## src/rtl/link_pkg.sv

```systemverilog
// Shared constants and state encoding for the inter-FPGA link receiver.
package link_pkg;

  localparam int LINK_W    = 17;
  localparam int VALID_BIT = 16;
  localparam int PAYLOAD_W = 16;

  typedef enum logic {
    IDLE     = 1'b0,
    WAIT_LOW = 1'b1
  } rx_state_e;

endpackage

```

## src/rtl/link_rx_fifo.sv

```systemverilog
// Synchronous flit FIFO with a registered head word; a push that finds the
// FIFO full is refused unless a pop frees a slot in the same cycle.
module link_rx_fifo
  import link_pkg::*;
#(
  parameter int DEPTH = 4,
  parameter int W     = PAYLOAD_W
) (
  input  logic                       clk,
  input  logic                       rst,
  input  logic                       push,
  input  logic [W-1:0]               wdata,
  input  logic                       pop_req,
  output logic [W-1:0]               head,
  output logic                       valid,
  output logic [$clog2(DEPTH+1)-1:0] level,
  output logic                       drop
);

  localparam int PTR_W = $clog2(DEPTH);
  localparam int LVL_W = $clog2(DEPTH + 1);

  logic [W-1:0]     mem [DEPTH];
  logic [PTR_W-1:0] wr_ptr_q;
  logic [PTR_W-1:0] rd_ptr_q;
  logic [PTR_W-1:0] rd_ptr_n;
  logic [LVL_W-1:0] level_q;
  logic [W-1:0]     head_q;
  logic             full;
  logic             empty;
  logic             do_push;
  logic             do_pop;

  assign full     = (level_q == LVL_W'(DEPTH));
  assign empty    = (level_q == '0);
  assign do_pop   = pop_req && !empty;
  assign do_push  = push && (!full || do_pop);
  assign drop     = push && full && !do_pop;
  assign rd_ptr_n = do_pop ? rd_ptr_q + PTR_W'(1) : rd_ptr_q;

  // NOTE: the storage array has no reset; only pointers, level and head are
  // cleared, so synthesis can map it to plain RAM/LUT storage.
  always_ff @(posedge clk) begin
    if (do_push) mem[wr_ptr_q] <= wdata;
  end

  // NOTE: sequential state uses non-blocking assignments only, so every
  // register sees the pre-edge values of its neighbours.
  always_ff @(posedge clk or posedge rst) begin
    if (rst) begin
      wr_ptr_q <= '0;
      rd_ptr_q <= '0;
      level_q  <= '0;
      head_q   <= '0;
    end else begin
      if (do_push) wr_ptr_q <= wr_ptr_q + PTR_W'(1);
      rd_ptr_q <= rd_ptr_n;
      unique case ({do_push, do_pop})
        2'b10:   level_q <= level_q + LVL_W'(1);
        2'b01:   level_q <= level_q - LVL_W'(1);
        default: level_q <= level_q;
      endcase
      // Head tracks the slot that will be at the read pointer after this
      // edge, taking the incoming word when it lands exactly there.
      head_q <= (do_push && (wr_ptr_q == rd_ptr_n)) ? wdata : mem[rd_ptr_n];
    end
  end

  assign head  = head_q;
  assign valid = !empty;
  assign level = level_q;

endmodule

```

## src/rtl/fpga_link_rx.sv

```systemverilog
// Receive end of the 17-bit inter-FPGA link: synchronize, stability-filter,
// extract one flit per valid pulse and hand it to the router through a FIFO.
module fpga_link_rx
  import link_pkg::*;
#(
  parameter int SYNC_STAGES   = 2,
  parameter int STABLE_CYCLES = 3,
  parameter int FIFO_DEPTH    = 4
) (
  input  logic                            clk,
  input  logic                            rst,
  input  logic [LINK_W-1:0]               link_in,
  output logic [PAYLOAD_W-1:0]            flit_out,
  output logic                            flit_valid,
  input  logic                            flit_ready,
  output logic [$clog2(FIFO_DEPTH+1)-1:0] fifo_level,
  output logic                            overflow
);

  localparam int CNT_W = (STABLE_CYCLES > 2) ? $clog2(STABLE_CYCLES) : 1;
  localparam logic [CNT_W-1:0] CNT_MAX = CNT_W'(STABLE_CYCLES - 1);

  logic [LINK_W-1:0]  sync_q [SYNC_STAGES];
  logic [SYNC_STAGES:0] fill_q;
  logic [LINK_W-1:0]  prev_q;
  logic [CNT_W-1:0]   cnt_q;
  logic               match;
  logic               stable;
  rx_state_e          state_q;
  rx_state_e          state_d;
  logic               push;
  logic               drop;

  // fill_q marks which stages hold real samples since reset release, so the
  // cleared registers never masquerade as a stable low valid flag.
  always_ff @(posedge clk or posedge rst) begin
    if (rst) begin
      for (int i = 0; i < SYNC_STAGES; i++) sync_q[i] <= '0;
      fill_q <= '0;
      prev_q <= '0;
      cnt_q  <= '0;
    end else begin
      sync_q[0] <= link_in;
      for (int i = 1; i < SYNC_STAGES; i++) sync_q[i] <= sync_q[i-1];
      fill_q <= {fill_q[SYNC_STAGES-1:0], 1'b1};
      prev_q <= sync_q[SYNC_STAGES-1];
      if (!match)              cnt_q <= '0;
      else if (cnt_q != CNT_MAX) cnt_q <= cnt_q + CNT_W'(1);
    end
  end

  assign match  = fill_q[SYNC_STAGES] && (sync_q[SYNC_STAGES-1] == prev_q);
  // prev_q is the word the counter vouches for: it has held for cnt_q+1 samples.
  assign stable = (cnt_q == CNT_MAX);

  always_ff @(posedge clk or posedge rst) begin
    if (rst) state_q <= WAIT_LOW;
    else     state_q <= state_d;
  end

  // NOTE: every signal driven here gets a default first, so no path through
  // the case statement can leave one unassigned and infer a latch.
  always_comb begin
    state_d = state_q;
    push    = 1'b0;
    unique case (state_q)
      IDLE: begin
        if (stable && prev_q[VALID_BIT]) begin
          push    = 1'b1;
          state_d = WAIT_LOW;
        end
      end
      WAIT_LOW: begin
        if (stable && !prev_q[VALID_BIT]) state_d = IDLE;
      end
      default: state_d = WAIT_LOW;
    endcase
  end

  link_rx_fifo #(
    .DEPTH (FIFO_DEPTH),
    .W     (PAYLOAD_W)
  ) u_fifo (
    .clk     (clk),
    .rst     (rst),
    .push    (push),
    .wdata   (prev_q[PAYLOAD_W-1:0]),
    .pop_req (flit_ready),
    .head    (flit_out),
    .valid   (flit_valid),
    .level   (fifo_level),
    .drop    (drop)
  );

  always_ff @(posedge clk or posedge rst) begin
    if (rst)       overflow <= 1'b0;
    else if (drop) overflow <= 1'b1;
  end

endmodule
```

## config.mk

```make
export PLATFORM = sky130hd
export DESIGN_NAME = fpga_link_rx
export DESIGN_NICKNAME = d
export VERILOG_FILES = /design/src/rtl/link_pkg.sv /design/src/rtl/link_rx_fifo.sv /design/src/rtl/fpga_link_rx.sv
export SDC_FILE = /design/constraint.sdc
export NUM_CORES = 1
export LEC_CHECK = 0
export CAP_MARGIN = 20
export CORE_MARGIN = 2
export CORE_UTILIZATION = 58
export DETAILED_ROUTE_END_ITERATION = 8
export PLACE_DENSITY = 0.79
export SYNTH_ARGS = -nofsm -noshare
export SYNTH_HDL_FRONTEND = slang
export SYNTH_SLANG_ARGS = --single-unit
export TNS_END_PERCENT = 30
```

## constraint.sdc

```tcl
create_clock -name clk -period 3.3 [get_ports clk]
set_input_delay 0.33 -clock clk [delete_from_list [all_inputs] [get_ports clk]]
set_output_delay 0.33 -clock clk [all_outputs]
set_load 0.1 [all_outputs]
```

==> results.yml <==
hold_path:
  hold_path_class: "in2async"
power:
  pwr-share-seq_pct: 33.4
  p_int_mw: 4.02
  power_switching_mw: 2.47
  combPwrFrac_pct: 37.7
  total_power_mw: 6.49
  netSwitchingFraction_pct: 38.0
  powerDensity_nw_per_um2: 907
  p_clk_share_pct: 28.8
  ir_drop_mv: 0.716
  p_leak_nw: 3.03
final_layout:
  layout.nets: 444
  multiInputGateArea_sq_um: 1920
  final_cell_mix: "mux2i_1, dfrtp_1, edfxtp_1"
  fin_cells: 567
  fillers: 652
  drive_gt1_share_pct: 18.6
  areaGrowthSynthToFinish_pct: 19.2
  diodes: 0
  layout_commonest_cell: "mux2i_1"
  final_util_pct: 70.2
  seqCellArea_sq_um: 3950
floorplan:
  die_w_microns: 106
  die_h_microns: 106
  die_area_sq_um: 11200
  fp.coreArea_sq_um: 10200
  io_pins: 41
  rows: 37
  start_util_pct: 58.9
clock_network:
  clock_latency_ns: 0.52
  path_clk_slew_ns: 0.07
  cts.htree.levels: 4
  cts.sink_count: 145
  clockRootBuffer: "clkbuf_8"
  ctsResizeCount: 0
  cts_tree: "yes"
  cts_buffer_depth: 2
  hold_buffers: 0
  post_cts_buffers: 0
  numCtsBuffers: 17
global_route:
  grt_pass1_vias: 3239
  grt_pass1_wl_mm: 16.6
  grt_max_degree: 47
  grt_remaining_overflow: 0
  grt_antenna_before_repair: 0
  grt_use_total_pct: 20.2
logic_synthesis:
  ys_seq_area_share_pct: 65.8
  syn_area_sq_um: 6000
  ys_ff_latch: 145
  synth_nets: 391
  netlist_instances: 365
  synth_cell_types: 38
  ys_warn_count: 0
  postSynthAreaPerCell_sq_um: 16.4
timing:
  hold_slack_ns: 0.220
  clock_skew_ns: 0.0125
  setup_violations: 0
  worstMarginPinSlew_ns: 0.971
  timing.fmax_mhz: 378
  timing_hold_violations_final: 0
  slew_viol_final: 0
  rsz0062_at_grt: "no"
  max_slew_margin_pct: 35.0
  period_share_pct: 80.2
  fin_setup_tns_ns: 0
  min_period_ns: 2.65
route:
  vias_per_cell: 5.41
  drt-wirelength-per-cell_microns: 18.0
  drc_errors: 0
  drtIter0Drc: 134
  wl_mm: 10.2
  dr_total_vias: 3065
  dr.pass1.iters: 4
  antenna_left: 0
setup_path:
  critPathLaunchType: "register"
  rr_startpoint: "cnt_q[0]"
  r2r_cells: 6
  cp.required_ns: 2.97
  crit_end: "flit_valid"
  setup.worst_path.start: "u_fifo.level[0]"
  worstPathArrival_ns: 2.32
  regToRegSetupSlack_ns: 0.82
  worstPathMaxFanout: 9
  crit_type: "reg2out"
  r2r_end: "u_fifo.head[14]"
  crit_path_end_kind: "output pin"
job:
  max-cap-violations: 0
placement:
  dp.cells: 535
  finalWeightedCongestion: 0.745
  dp_hpwl_mm: 6.15
  io_buffers: 40
outcome:
  status: "complete, no violations"
==> metrics by stage <==
stage	setup slack, ns	area [sq um]
detailed placement	0.744	6560
global route	0.574	7150
floorplan	0.467	6000
finish	0.652	7150
global placement	0.797	6560
CTS	0.625	7150
==> per-layer routing <==
metal	up-vias	track usage [%]	part of all wire (%)
li1	1447	-	-
met1	1549	25.0	44
met2	58	35.3	52
met3	11	4.39	2.5
met4	0	6.67	1.5
met5	-	0	0
==> state kept, by name, summed over array words and instances, names as in the netlist, named ones only <==
signal / count
overflow: 1
u_fifo.wr_ptr_q: 2
prev_q: 17
u_fifo.rd_ptr_q: 2
cnt_q: 2
sync_q: 34
u_fifo.mem: 64
fill_q: 3
u_fifo.level: 3
u_fifo.head: 16
==> worst min path at each step <==
stage	end	slack (ns)	cells after the start
after detailed placement	fill_q[1]	0.34	0
after CTS	sync_q[17]	0.23	2
after global routing	sync_q[20]	0.23	1
final	sync_q[17]	0.22	2
after floorplan	fill_q[1]	0.33	0
after global placement	sync_q[12]	0.33	0
==> final cells by class <==
cell class	count	share of cell area [%]
inverter	8	0.437
timing repair buffer	50	6.82
clock inverter	14	2.22
sequential	145	55.3
multi-input combinational	196	26.9
tap	136	2.38
clock buffer	18	5.98
==> synth_stat cells (all sizes together) <==
| cell | instances | share of area [%] |
|---|---|---|
| mux2i | 99 | 17 |
| dfrtp | 80 | 33 |
| edfxtp | 64 | 32 |
| mux2 | 31 | 6.4 |
| xor2 | 18 | 2.6 |
| buf | 12 | 1.4 |
| inv | 8 | 0.50 |
| ha | 5 | 1.0 |
| a21oi | 4 | 0.33 |
| and2 | 4 | 0.42 |
| clkbuf | 4 | 0.25 |
| nor4 | 4 | 0.42 |
| nand3 | 3 | 0.46 |
| nor2 | 3 | 0.23 |
| nor3 | 3 | 0.25 |
| xnor2 | 3 | 0.44 |
| nand2 | 2 | 0.13 |
| o21ai | 2 | 0.17 |
| or3 | 2 | 0.21 |
| xnor3 | 2 | 0.77 |
| a21o | 1 | 0.13 |
| a31oi | 1 | 0.10 |
| conb | 1 | 0.062 |
| dfstp | 1 | 0.44 |
| fa | 1 | 0.33 |
| nand2b | 1 | 0.10 |
| nand3b | 1 | 0.13 |
| nand4b | 1 | 0.15 |
| nor4b | 1 | 0.15 |
| o2111ai | 1 | 0.15 |
| o311a | 1 | 0.17 |
| o31a | 1 | 0.15 |
==> kinds of logic after synthesis <==
logic type                 after synthesis  share of synthesized area [%]
DFF                                    145                           65.8
muxes                                  130                           22.9
and+or+nand+nor                         25                           2.63
buffers and inverters                   24                           2.19
xor gates and xnor gates                23                           3.84
AOI/OAI and AO/OA                       11                           1.19
adders and majority gates                6                           1.38
other                                    1                         0.0625
==> power by group through the flow <==
stage / registers [mW] / clock network, mW / logic, mW
2_1_floorplan: 3.04 / 0 / 1.17
3_3_place_gp: 2.20 / 0 / 2.40
3_5_place_dp: 2.21 / 0 / 2.45
4_1_cts: 2.17 / 1.90 / 2.47
5_1_grt: 2.19 / 1.99 / 2.58
6_report: 2.17 / 1.87 / 2.45
==> worst max-delay path, cell delays in order, from the launching register on <==
cell             delay (ns)
dfrtp_1                0.47
or3_1                  0.37
clkdlybuf4s50_1        0.97
No activity file was read; power rests on OpenSTA's default activity.
